<file path="config.mk">
export PLATFORM = sky130hd
export DESIGN_NAME = clk_div_multi
export DESIGN_NICKNAME = d
export VERILOG_FILES = /design/src/rtl/clk_div_multi.sv
export SDC_FILE = /design/constraint.sdc
export NUM_CORES = 1
export LEC_CHECK = 0
export CAP_MARGIN = 30
export CORE_MARGIN = 2
export CORE_UTILIZATION = 45
export CTS_CLUSTER_SIZE = 30
export DETAILED_ROUTE_END_ITERATION = 7
export MAX_ROUTING_LAYER = met4
export PLACE_DENSITY_LB_ADDON = 0.1
export SKIP_CTS_REPAIR_TIMING = 1
export SYNTH_ARGS = -nofsm -noshare
export SYNTH_HDL_FRONTEND = slang
export SYNTH_SLANG_ARGS = --single-unit
</file>
<file path="constraint.sdc">
create_clock -name clk -period 4.18 [get_ports clk]
set_input_delay 0.836 -clock clk [delete_from_list [all_inputs] [get_ports clk]]
set_output_delay 0.836 -clock clk [all_outputs]
set_load 0.005 [all_outputs]
</file>
<file path="src/rtl/clk_div_multi.sv">
// clk_div_multi: multi-channel programmable integer clock divider.
// Each channel produces a registered divided waveform and a one-cycle
// end-of-period tick. A new divisor is first held in a per-channel shadow
// register and takes effect only at a period boundary, so no truncated
// pulse ever reaches clk_out. The sync input restarts every enabled channel
// with the same phase on the same edge.
module clk_div_multi #(
  parameter int CHANNELS = 4,
  parameter int DIV_W    = 16,
  parameter int DEF_DIV  = 2,
  localparam int CH_W    = (CHANNELS > 1) ? $clog2(CHANNELS) : 1
) (
  input  logic                clk,
  input  logic                rst_n,
  input  logic [CHANNELS-1:0] en,
  input  logic                sync,
  input  logic                div_wr,
  input  logic [CH_W-1:0]     div_ch,
  input  logic [DIV_W-1:0]    div_val,
  output logic [CHANNELS-1:0] clk_out,
  output logic [CHANNELS-1:0] tick,
  output logic [CHANNELS-1:0] pending
);

  for (genvar gi = 0; gi < CHANNELS; gi++) begin : g_ch
    logic [DIV_W-1:0] cnt_r;
    logic [DIV_W-1:0] cnt_s;
    logic [DIV_W-1:0] div_r;
    logic [DIV_W-1:0] div_s;
    logic [DIV_W-1:0] shadow_r;
    logic [DIV_W-1:0] shadow_s;
    logic [DIV_W-1:0] cnt_inc_s;
    logic [DIV_W-1:0] div_last_s;
    logic [DIV_W-1:0] src_s;
    logic             pend_r;
    logic             pend_s;
    logic             clk_r;
    logic             clk_s;
    logic             tick_r;
    logic             tick_s;
    logic             wr_hit_s;
    logic             boundary_s;

    // An out-of-range channel index never matches any channel, so it is ignored.
    assign wr_hit_s   = div_wr && (div_ch == CH_W'(gi));
    assign cnt_inc_s  = cnt_r + DIV_W'(1);
    assign div_last_s = div_r - DIV_W'(1);
    // A same-cycle write overrides an older shadow value (last write wins).
    assign src_s      = wr_hit_s ? div_val : shadow_r;
    // Restart point: sync, a stopped divisor (0 or 1), or the last count of the period.
    assign boundary_s = sync || (div_r < DIV_W'(2)) || (cnt_r == div_last_s);

    // Next-state for counter, divisor, shadow and outputs of this channel.
    always_comb begin
      cnt_s    = cnt_r;
      div_s    = div_r;
      shadow_s = shadow_r;
      pend_s   = pend_r;
      clk_s    = 1'b0;
      tick_s   = 1'b0;
      if (!en[gi]) begin
        // Disabled: clear the phase but keep divisor and any pending update.
        cnt_s = '0;
        if (wr_hit_s) begin
          shadow_s = div_val;
          pend_s   = 1'b1;
        end else begin
          shadow_s = shadow_r;
          pend_s   = pend_r;
        end
      end else if (boundary_s) begin
        // Period boundary: counter restarts at 0, so both outputs are low
        // whatever divisor is in force afterwards.
        cnt_s = '0;
        if (wr_hit_s || pend_r) begin
          div_s    = src_s;
          shadow_s = src_s;
          pend_s   = 1'b0;
        end else begin
          div_s    = div_r;
        end
      end else begin
        cnt_s  = cnt_inc_s;
        clk_s  = (cnt_inc_s >= (div_r >> 1));
        tick_s = (cnt_inc_s == div_last_s);
        if (wr_hit_s) begin
          shadow_s = div_val;
          pend_s   = 1'b1;
        end else begin
          shadow_s = shadow_r;
          pend_s   = pend_r;
        end
      end
    end

    // Channel state and registered outputs.
    always_ff @(posedge clk or negedge rst_n) begin
      if (!rst_n) begin
        cnt_r    <= '0;
        div_r    <= DIV_W'(DEF_DIV);
        shadow_r <= '0;
        pend_r   <= 1'b0;
        clk_r    <= 1'b0;
        tick_r   <= 1'b0;
      end else begin
        cnt_r    <= cnt_s;
        div_r    <= div_s;
        shadow_r <= shadow_s;
        pend_r   <= pend_s;
        clk_r    <= clk_s;
        tick_r   <= tick_s;
      end
    end

    assign clk_out[gi] = clk_r;
    assign tick[gi]    = tick_r;
    assign pending[gi] = pend_r;
  end

endmodule
</file>
==> metrics <==
critical path cell sequence inv_1, ha_1, xor2_1, or2_2, a211oi_1, o2111ai_1, or4_4, o311ai_4, buf_4, a21oi_1; CTS Sinks 204; Core ar. 29600 um^2; Seq. cell area 5110 um^2; final wirelength 32100 um; largest net degree at the start of global routing 90; CP Max Fanout 12; unrepaired setup endpoints after global routing false; wire length of the first global-routing pass 53100 um; Skew-Pair Late Insertion Delay 0.52 ns; area of the multi-input gates 7610 um^2; fill count 2820; die width 177 um; Port Buffers 37; Root Buffer Master clkbuf_16; Yosys reg bits 204; worst vdd ir 0.000306 V; CP max stage delay 0.58 ns; via/cell ratio 5.43; initial drt markers 585; minimum clock period 3.44 ns; Crit Path Category register to register; non-filler cells, final 1843; Buf/Inv on CP 2; outcome complete, no violations; slew of the pin with the lowest slew margin 0.935 ns; number of global-route vias before repair 9963; synthesized instance count 1417; area of placed instances 14200 um^2; Power Density 547 nW/um^2; max_cap viols 0; TritonCTS buffer count 24; syn_nets 1511; LEAKAGE 0.00686 uW; CTS H-tree lvls 1; finished layout cell area 15000 um^2; DRC 0; Die H 177 um; Final Hold Viols 0; Synth cell types 75; Post-Syn Area 13500 um^2; Slew Limit Fails 0; worst relative slew slack 0.377; Setup crit start kind register; ant diodes 0; via count 10014; Rows 63; Reg clk slew, reported paths 0.06 ns; Fin Setup TNS 0 ns; Critical Path Sink Type register; min-delay worst type primary input to asynchronous set/reset pin; CTS tree built; dpl cells 1801; I/O pins 38; final net count 1531; Max Fclk 291 MHz; Seq/Total Area, Yosys 0.379; fraction of layout cells with a size suffix above 1 0.107; drt first pass iters 7; Critical Path RT 4.56 ns; initial antenna violation count 0; period utilization 0.823; post-route ant nets 0; Longest Clk Path Bufs 3; Post-synth ARST share 1.00; Worst Path Arrival 3.82 ns; Starting Density 0.456; dominant synthesized flop cell dfrtp_1; Final setup violation count 0; DIE AREA 31400 um^2; CP top delay family compound AO/OA/AOI/OAI gates; total gr overflow 0; clk_skew 0.0105 ns; final hold slack 0.294 ns; Max stage delay cell, worst path dfstp_2; DR WL/cell 17.4 um; Routability Congestion 0.876; area grow syn2layout 11.5%; final core utilization 0.509; post-detail-place hpwl 23800 um; Ys Warns 0; Synth Area per Inst 9.52 um^2; GRT Util Overall 0.217; number of synthesized flops with an enable pin 0
routing by layer:
metal / vias to the layer above / part of all wire / GRT usage
met3: 37 / 0.037 / 0.0247
li1: 4958 / - / -
met5: - / 0 / -
met2: 156 / 0.47 / 0.351
met1: 4863 / 0.47 / 0.295
met4: 0 / 0.015 / 0.0448
synthesized netlist by cell type, types with 7 or more instances:
cell | n | area, um^2
dfrtp_1 | 200 | 5000
nand2_1 | 147 | 552
xnor2_1 | 117 | 1020
inv_1 | 113 | 424
nor2_1 | 94 | 353
xor2_1 | 79 | 692
ha_1 | 68 | 851
mux2_2 | 60 | 676
nand3_1 | 40 | 200
nor3_1 | 37 | 185
nand4_1 | 35 | 219
nor2b_1 | 35 | 219
a21oi_1 | 32 | 160
clkbuf_1 | 28 | 105
nor4_1 | 28 | 175
o21ai_0 | 28 | 140
mux2i_1 | 24 | 240
and3_1 | 17 | 106
a32oi_1 | 16 | 140
buf_2 | 14 | 70.1
buf_4 | 13 | 97.6
a211oi_1 | 12 | 90.1
a21o_1 | 12 | 90.1
a31oi_1 | 12 | 75.1
xnor3_1 | 9 | 203
nand2b_1 | 8 | 50.1
and2_1 | 7 | 43.8
and4_1 | 7 | 61.3
or4_1 | 7 | 52.6
where the power goes:
part           internal (uW)  switching, uW  total, uW  leakage (uW)
Combinational           1450           1580       3030       0.00384
Sequential              2360            593       2950       0.00260
Clock                   1430            817       2240      0.000418
Total                   5240           2990       8230       0.00686
worst paths after layout:
| check | slack, ns | start | to | depth (start not counted) |
|---|---|---|---|---|
| min in group clk | 0.47 | g_ch[1].shadow_r[3] | g_ch[1].shadow_r[3] | 2 |
| max in group asynchronous | 2.99 | rst_n | g_ch[0].div_r[1] | 2 |
| worst max-delay path | 0.74 | g_ch[0].div_r[1] | g_ch[0].cnt_r[5] | 10 |
| worst min register to register | 0.47 | g_ch[1].shadow_r[3] | g_ch[1].shadow_r[3] | 2 |
| worst max register to register | 0.74 | g_ch[0].div_r[1] | g_ch[0].cnt_r[5] | 10 |
| worst min-delay path | 0.29 | rst_n | g_ch[3].tick_r | 1 |
flip-flops by register name (all words and copies together), names as in the netlist:
register and cells:
g_ch.cnt_r 64, g_ch.div_r 64, g_ch.shadow_r 64, g_ch.clk_r 4, g_ch.pend_r 4, g_ch.tick_r 4
worst register-to-register path, stage by stage (launching register included):
cell and delay (ns):
dfstp_2 0.58, inv_1 0.08, ha_1 0.22, xor2_1 0.18, or2_2 0.29, a211oi_1 0.29, o2111ai_1 0.22, or4_4 0.56
o311ai_4 0.57, buf_4 0.27, a21oi_1 0.05
per-stage QoR:
| stage | total power (uW) | setup WS, ns |
|---|---|---|
| detailed placement | 6000 | 0.733 |
| finish | 8230 | 0.740 |
| global route | 8820 | 0.548 |
| floorplan | 5230 | 1.20 |
| CTS | 8310 | 0.718 |
| global placement | 5950 | 0.797 |
cells by family after synthesis:
family	Yosys count	share of synthesized area
buffers and inverters	179	0.0571
multiplexers	90	0.0746
adder cells (fa/ha/maj)	68	0.0631
XOR/XNOR	205	0.142
AO/OA/AOI/OAI	164	0.0889
AND/OR/NAND/NOR	507	0.195
flip-flops	204	0.379
cells in the final DEF (no fill, tap or decap), types with 32 or more instances in the layout:
master	count
dfrtp_1	200
nand2_1	147
xnor2_1	117
inv_1	113
nor2_1	94
xor2_1	79
ha_1	68
mux2_2	60
nand3_1	40
nor3_1	37
clkdlybuf4s50_1	36
nand4_1	35
nor2b_1	35
a21oi_1	32
cell type report:
type / instances / share of cell area
clock buffer: 31 / 0.0444
clock inverter: 11 / 0.0121
inverter: 115 / 0.0287
multi-input combinational: 1034 / 0.506
sequential: 204 / 0.340
tap: 390 / 0.0324
timing repair buffer: 58 / 0.0363
No activity file was read; power rests on OpenSTA's default activity.
==> edit 1 (same flow settings) <==
Register the output `tick` once more, with the module's reset; this adds one clock of latency there. The other outputs are not delayed to match.
--- a/src/rtl/clk_div_multi.sv
+++ b/src/rtl/clk_div_multi.sv
@@ -22,4 +22,6 @@
   output logic [CHANNELS-1:0] pending
 );
+
+  logic [CHANNELS-1:0] tick_d;
 
   for (genvar gi = 0; gi < CHANNELS; gi++) begin : g_ch
@@ -114,7 +116,15 @@
 
     assign clk_out[gi] = clk_r;
-    assign tick[gi]    = tick_r;
+    assign tick_d[gi]    = tick_r;
     assign pending[gi] = pend_r;
   end
 
+  always_ff @(posedge clk or negedge rst_n) begin
+    if (!rst_n) begin
+      tick <= '0;
+    end else begin
+      tick <= tick_d;
+    end
+  end
+
 endmodule
Function: changed (Yosys sat finds a counterexample within 4 cycles, from zero or initial values and one cycle with rst_n low).
==> edit 1 against the original RTL <==
Fmax shrank 1.2%. Sequential cell count grew 4. Area after synthesis grew 8.8%. Setup slack lost 0.043 ns. Routed wire length grew 19%. Design area grew 8.6%. Total power shrank 2.5%. Largest cell class unchanged.
==> edit 1: results (changes against the original RTL) <==
* Clk pin slew, worst setup/hold paths at 0.06 ns (about the same)
* CP Data Arrival Time at 3.92 ns (+0.10 ns)
* Syn. warnings at 0 (unchanged)
* Crit path time final at 3.483 ns (+0.04296 ns)
* Worst-skew pair later-pin latency at 0.55 ns (+0.03 ns)
* CP top delay family: compound AO/OA/AOI/OAI gates
* First-pass GRT wire length at 63420 microns (+19%)
* 1st-iter DRT viols at 847 (+45%)
* Gpl congestion at 0.8828 (+0.73%)
* Largest net degree at the start of global routing at 101 (+12%)
* Pre-antenna DRT Iters at 6 (-1)
* Vias in the first global route at 11800 (+18%)
* Crit Path Max Fanout at 16 (+4)
* Pre-CTS setup slack at 0.7672 ns (+0.03413 ns)
* Initial antenna violation count at 0 (unchanged)
* Peak VDD IR at 0.2995 mV (-2.0%)
* Area contributors post-synth: dfrtp_1 35%, xnor2_1 7.8%, ha_1 5.8%
* TritonCTS buffer count at 25 (+4.2%)
* DP Area at 15400 sq um (+8.6%)
* Crit-path slowest cell: nor4_2
* Sequential-to-total area share from yosys stat at 35.49% (-2.4 points)
* Syn_nets at 1726 (+14%)
* Via/cell ratio at 5.715 (+5.2%)
* Total Routing Usage GR at 23.79% (+2.1 points)
* Ant diodes at 0 (unchanged)
* Layout cells sized above 1 at 11.09% (+0.42 points)
* Lkg Pwr at 7.020 nW (+2.4%)
* Worst min-delay path class: in -> async
* Asr flop ratio synth at 100.0% (unchanged)
* Slowest stage delay, CP at 0.71 ns (+0.13 ns)
* Post-detail-place hpwl at 28190 microns (+19%)
* Largest registers: g_ch.cnt_r (64), g_ch.div_r (64), g_ch.shadow_r (64)
* Final Skew at 0.01295 ns (+0.002433 ns)
* Rel. slew slack at 33.36% (-4.3 points)
* Unique cell type count in the Yosys netlist at 81 (+8.0%)
* Longest Clk Path Bufs at 3 (unchanged)
* Outcome: complete, no violations
* Commonest cells post-synth: 204 x dfrtp_1, 138 x nand2_1, 131 x xnor2_1
* H-tree depth at 1 (unchanged)
* Routed WL per cell at 18.40 microns (+5.7%)
[edit 1: cell count changes after synthesis, sizes merged, moves of 16 or more]
| cell | delta |
|---|---|
| o211ai | +18 |
| a21oi | +28 |
| o31a | +19 |
| mux2i | -19 |
| nor3 | +19 |
| a32oi | -16 |
| nand3 | +43 |
| and3 | +17 |
| clkbuf | +48 |
| inv | -24 |
[edit 1: path summary, 6_finish.rpt]
kind	startpoint	end	slack, ns	cells after the start
worst max-delay path	g_ch[0].div_r[2]	g_ch[0].div_r[9]	0.70	7
min in group clk	g_ch[2].tick_r	tick[2]	0.35	0
worst min register to register	g_ch[2].tick_r	tick[2]	0.35	0
max in group asynchronous	rst_n	g_ch[3].div_r[15]	2.96	2
worst max register to register	g_ch[0].div_r[2]	g_ch[0].div_r[9]	0.70	7
worst min-delay path	rst_n	g_ch[2].cnt_r[7]	0.29	1
[edit 1: cell type report]
class | count | area, sq um
Clock buffer | 31 | 688.2
Clock inverter | 15 | 239.0
Fill cell | 3059 | 15960
Inverter | 89 | 334.1
Multi-Input combinational cell | 1231 | 8688
Sequential cell | 208 | 5210
Tap cell | 442 | 553.0
Timing Repair Buffer | 67 | 616.8
[edit 1: cells by family after synthesis]
| kind of cell | synth area share, % |
|---|---|
| adders and majority gates | 5.796 |
| DFF | 35.49 |
| buffers and inverters | 5.378 |
| and+or+nand+nor | 23.05 |
| AOI/OAI and AO/OA | 12.33 |
| muxes | 5.404 |
| xor gates and xnor gates | 12.55 |
[edit 1: power by group]
group	total [mW]	leakage [nW]	switching, mW	internal, mW
Combinational	2.64	3.95	1.42	1.22
Sequential	2.93	2.62	0.580	2.35
Clock	2.45	0.456	0.907	1.54
[edit 1: through the flow]
stage	hold WS [ns]	instances
3_3_place_gp	0.3334	2035
2_1_floorplan	0.3312	1632
6_report	0.2879	2083
4_1_cts	0.3385	2083
3_5_place_dp	0.3372	2037
5_1_grt	0.3489	2083
[edit 1: per-layer routing]
metal	part of all wire, %	global-route usage (%)
met1	50	33.87
met2	45	36.44
met3	4.2	3.122
met4	1.2	4.730
met5	0	-
[edit 1: worst reg2reg max path, cell delays in order (launching register included)]
cell and delay [ns]:
dfrtp_1 0.49, nor4_2 0.71, a2111oi_0 0.23, a2111oi_0 0.46, nor2b_1 0.32, or3_1 0.16, o22a_1 0.59, mux2_2 0.41
==> edit 2 (same flow settings) <==
Made on the original files. Set the parameter `DIV_W` to 32 (it was 16).
--- a/src/rtl/clk_div_multi.sv
+++ b/src/rtl/clk_div_multi.sv
@@ -7,5 +7,5 @@
 module clk_div_multi #(
   parameter int CHANNELS = 4,
-  parameter int DIV_W    = 16,
+  parameter int DIV_W    = 32,
   parameter int DEF_DIV  = 2,
   localparam int CH_W    = (CHANNELS > 1) ? $clog2(CHANNELS) : 1
Ports: changed (resized div_val); port bits go from 38 to 54. No check against the original RTL was run, so the function may have changed too.
==> edit 2 against the original RTL <==
Area after synthesis is 100% higher. Largest power group unchanged. Critical path type unchanged. Non-clock buffer count is 121 higher. First-iteration DRC count grew to 2.9 times the old value. Critical path depth is 2 higher. Sequential power is 99% higher. Highest routed layer unchanged. Routed wire length grew to 2.6 times the old value. Setup slack worse by 0.52 ns. Sequential cell count is 192 higher. Design area is 110% higher. Combinational power is 110% higher. Largest cell class unchanged. Clock skew is 0.0049 ns higher. Total power is 100% higher.
==> edit 2: results (changes against the original RTL) <==
* Post-Synth XOR/XNOR Area at 13.98% (-0.25 points)
* Fin nets at 3094 (+100%)
* Crit-path slowest cell: or4b_2
* Pre-CTS setup slack at 0.1621 ns (-0.5710 ns)
* Sequential-to-total area share from yosys stat at 36.30% (-1.6 points)
* Routed wl met3 at 3353 microns (+180%)
* Slew @ Worst Pin at 0.7699 ns (-0.1648 ns)
* Wl on met1 at 39980 microns (+160%)
* Final cell count without fillers at 3738 (+100%)
* Outcome: complete, no violations
* Power density over the cells at 534.9 nW/um^2 (-2.2%)
* Crit Path Max Fanout at 5 (-7)
* P_clk at 4.42 mW (+97%)
* Adder-cell share of the synthesized area at 6.046% (-0.26 points)
* CP top delay family: simple AND/OR/NAND/NOR gates
* Switch share at 38.50% (+2.2 points)
* Total Routing Usage GR at 27.56% (+5.9 points)
* Clock buf count at 66 (+110%)
* Peak VDD IR at 0.3090 mV (+1.1%)
* Largest net degree at the start of global routing at 86 (-4.4%)
* Clk cell area share at 5.399% (-0.26 points)
* Multi-In Gates at 2113 (+100%)
* Non-clock buffer count at 179 (+210%)
* Gpl congestion at 0.9811 (+12%)
* Commonest cells post-synth: 392 x dfrtp_1, 292 x xnor2_1, 210 x mux2_2
* Synth Area in Compound Gates at 7.063% (-1.8 points)
* Seq area share at 31.95% (-2.0 points)
* DP Area at 29310 sq um (+110%)
* Syn_nets at 3011 (+99%)
* CTS Sinks at 396 (+94%)
* Avg Cell Area, Syn at 9.629 sq um (+1.1%)
* Fraction of area in multi-input gates at 52.05% (+1.4 points)
* Vias in the first global route at 21708 (+120%)
* Logic gate share of total power at 38.0% (+1.2 points)
* Largest registers: g_ch.cnt_r (128), g_ch.div_r (128), g_ch.shadow_r (128)
* Global-route met3 utilization at 2.671% (+0.20 points)
* GR Layer Usage met2 at 42.95% (+7.8 points)
* Slowest stage delay, CP at 0.63 ns (+0.05 ns)
* Fraction of synthesized area in multiplexers at 11.70% (+4.2 points)
* CP Data Arrival Time at 4.42 ns (+0.60 ns)
* GR Layer Usage met1 at 38.53% (+9.1 points)
* Worst-skew pair later-pin latency at 0.59 ns (+0.07 ns)
* Unique cell type count in the Yosys netlist at 84 (+12%)
* Inverters at 184 (+60%)
* Final core occ at 51.60% (+0.72 points)
* Routed WL per cell at 22.34 microns (+28%)
* TritonCTS buffer count at 46 (+92%)
* H-tree depth at 2 (+1)
* Via/cell ratio at 5.787 (+6.5%)
* Fill count at 5601 (+99%)
* Routed met2 length at 38150 microns (+150%)
* Port Buf Inserts at 53 (+43%)
* 1st-iter DRT viols at 1668 (+190%)
* Post-detail-place hpwl at 64580 microns (+170%)
* Final Skew at 0.01538 ns (+0.004868 ns)
* First-pass GRT wire length at 130900 microns (+150%)
* Lkg Pwr at 13.76 nW (+100%)
* Non-clk buf share at 5.218% (+1.6 points)
* Area contributors post-synth: dfrtp_1 36%, xnor2_1 9.4%, mux2_2 8.7%
* Layout cells sized above 1 at 16.58% (+5.9 points)
edit 2: changes by cell type after synthesis, sizes merged, moves of 67 or more:
cell / unedited run / this run
nand3: 40 / 107
dfrtp: 200 / 392
nor2: 94 / 169
mux2: 66 / 265
nor3: 37 / 111
inv: 113 / 184
nand4: 35 / 109
xnor2: 117 / 292
clkbuf: 30 / 119
edit 2: worst paths after layout:
check | slack [ns] | cells after the start | end | start
max reg2reg | 0.22 | 12 | g_ch[0].cnt_r[26] | g_ch[0].div_r[8]
min reg2reg | 0.49 | 1 | g_ch[2].shadow_r[7] | g_ch[2].shadow_r[7]
min in group clk | 0.49 | 1 | g_ch[2].shadow_r[7] | g_ch[2].shadow_r[7]
max | 0.22 | 12 | g_ch[0].cnt_r[26] | g_ch[0].div_r[8]
min | 0.27 | 1 | g_ch[1].clk_r | rst_n
max in group asynchronous | 2.93 | 2 | g_ch[1].shadow_r[20] | rst_n
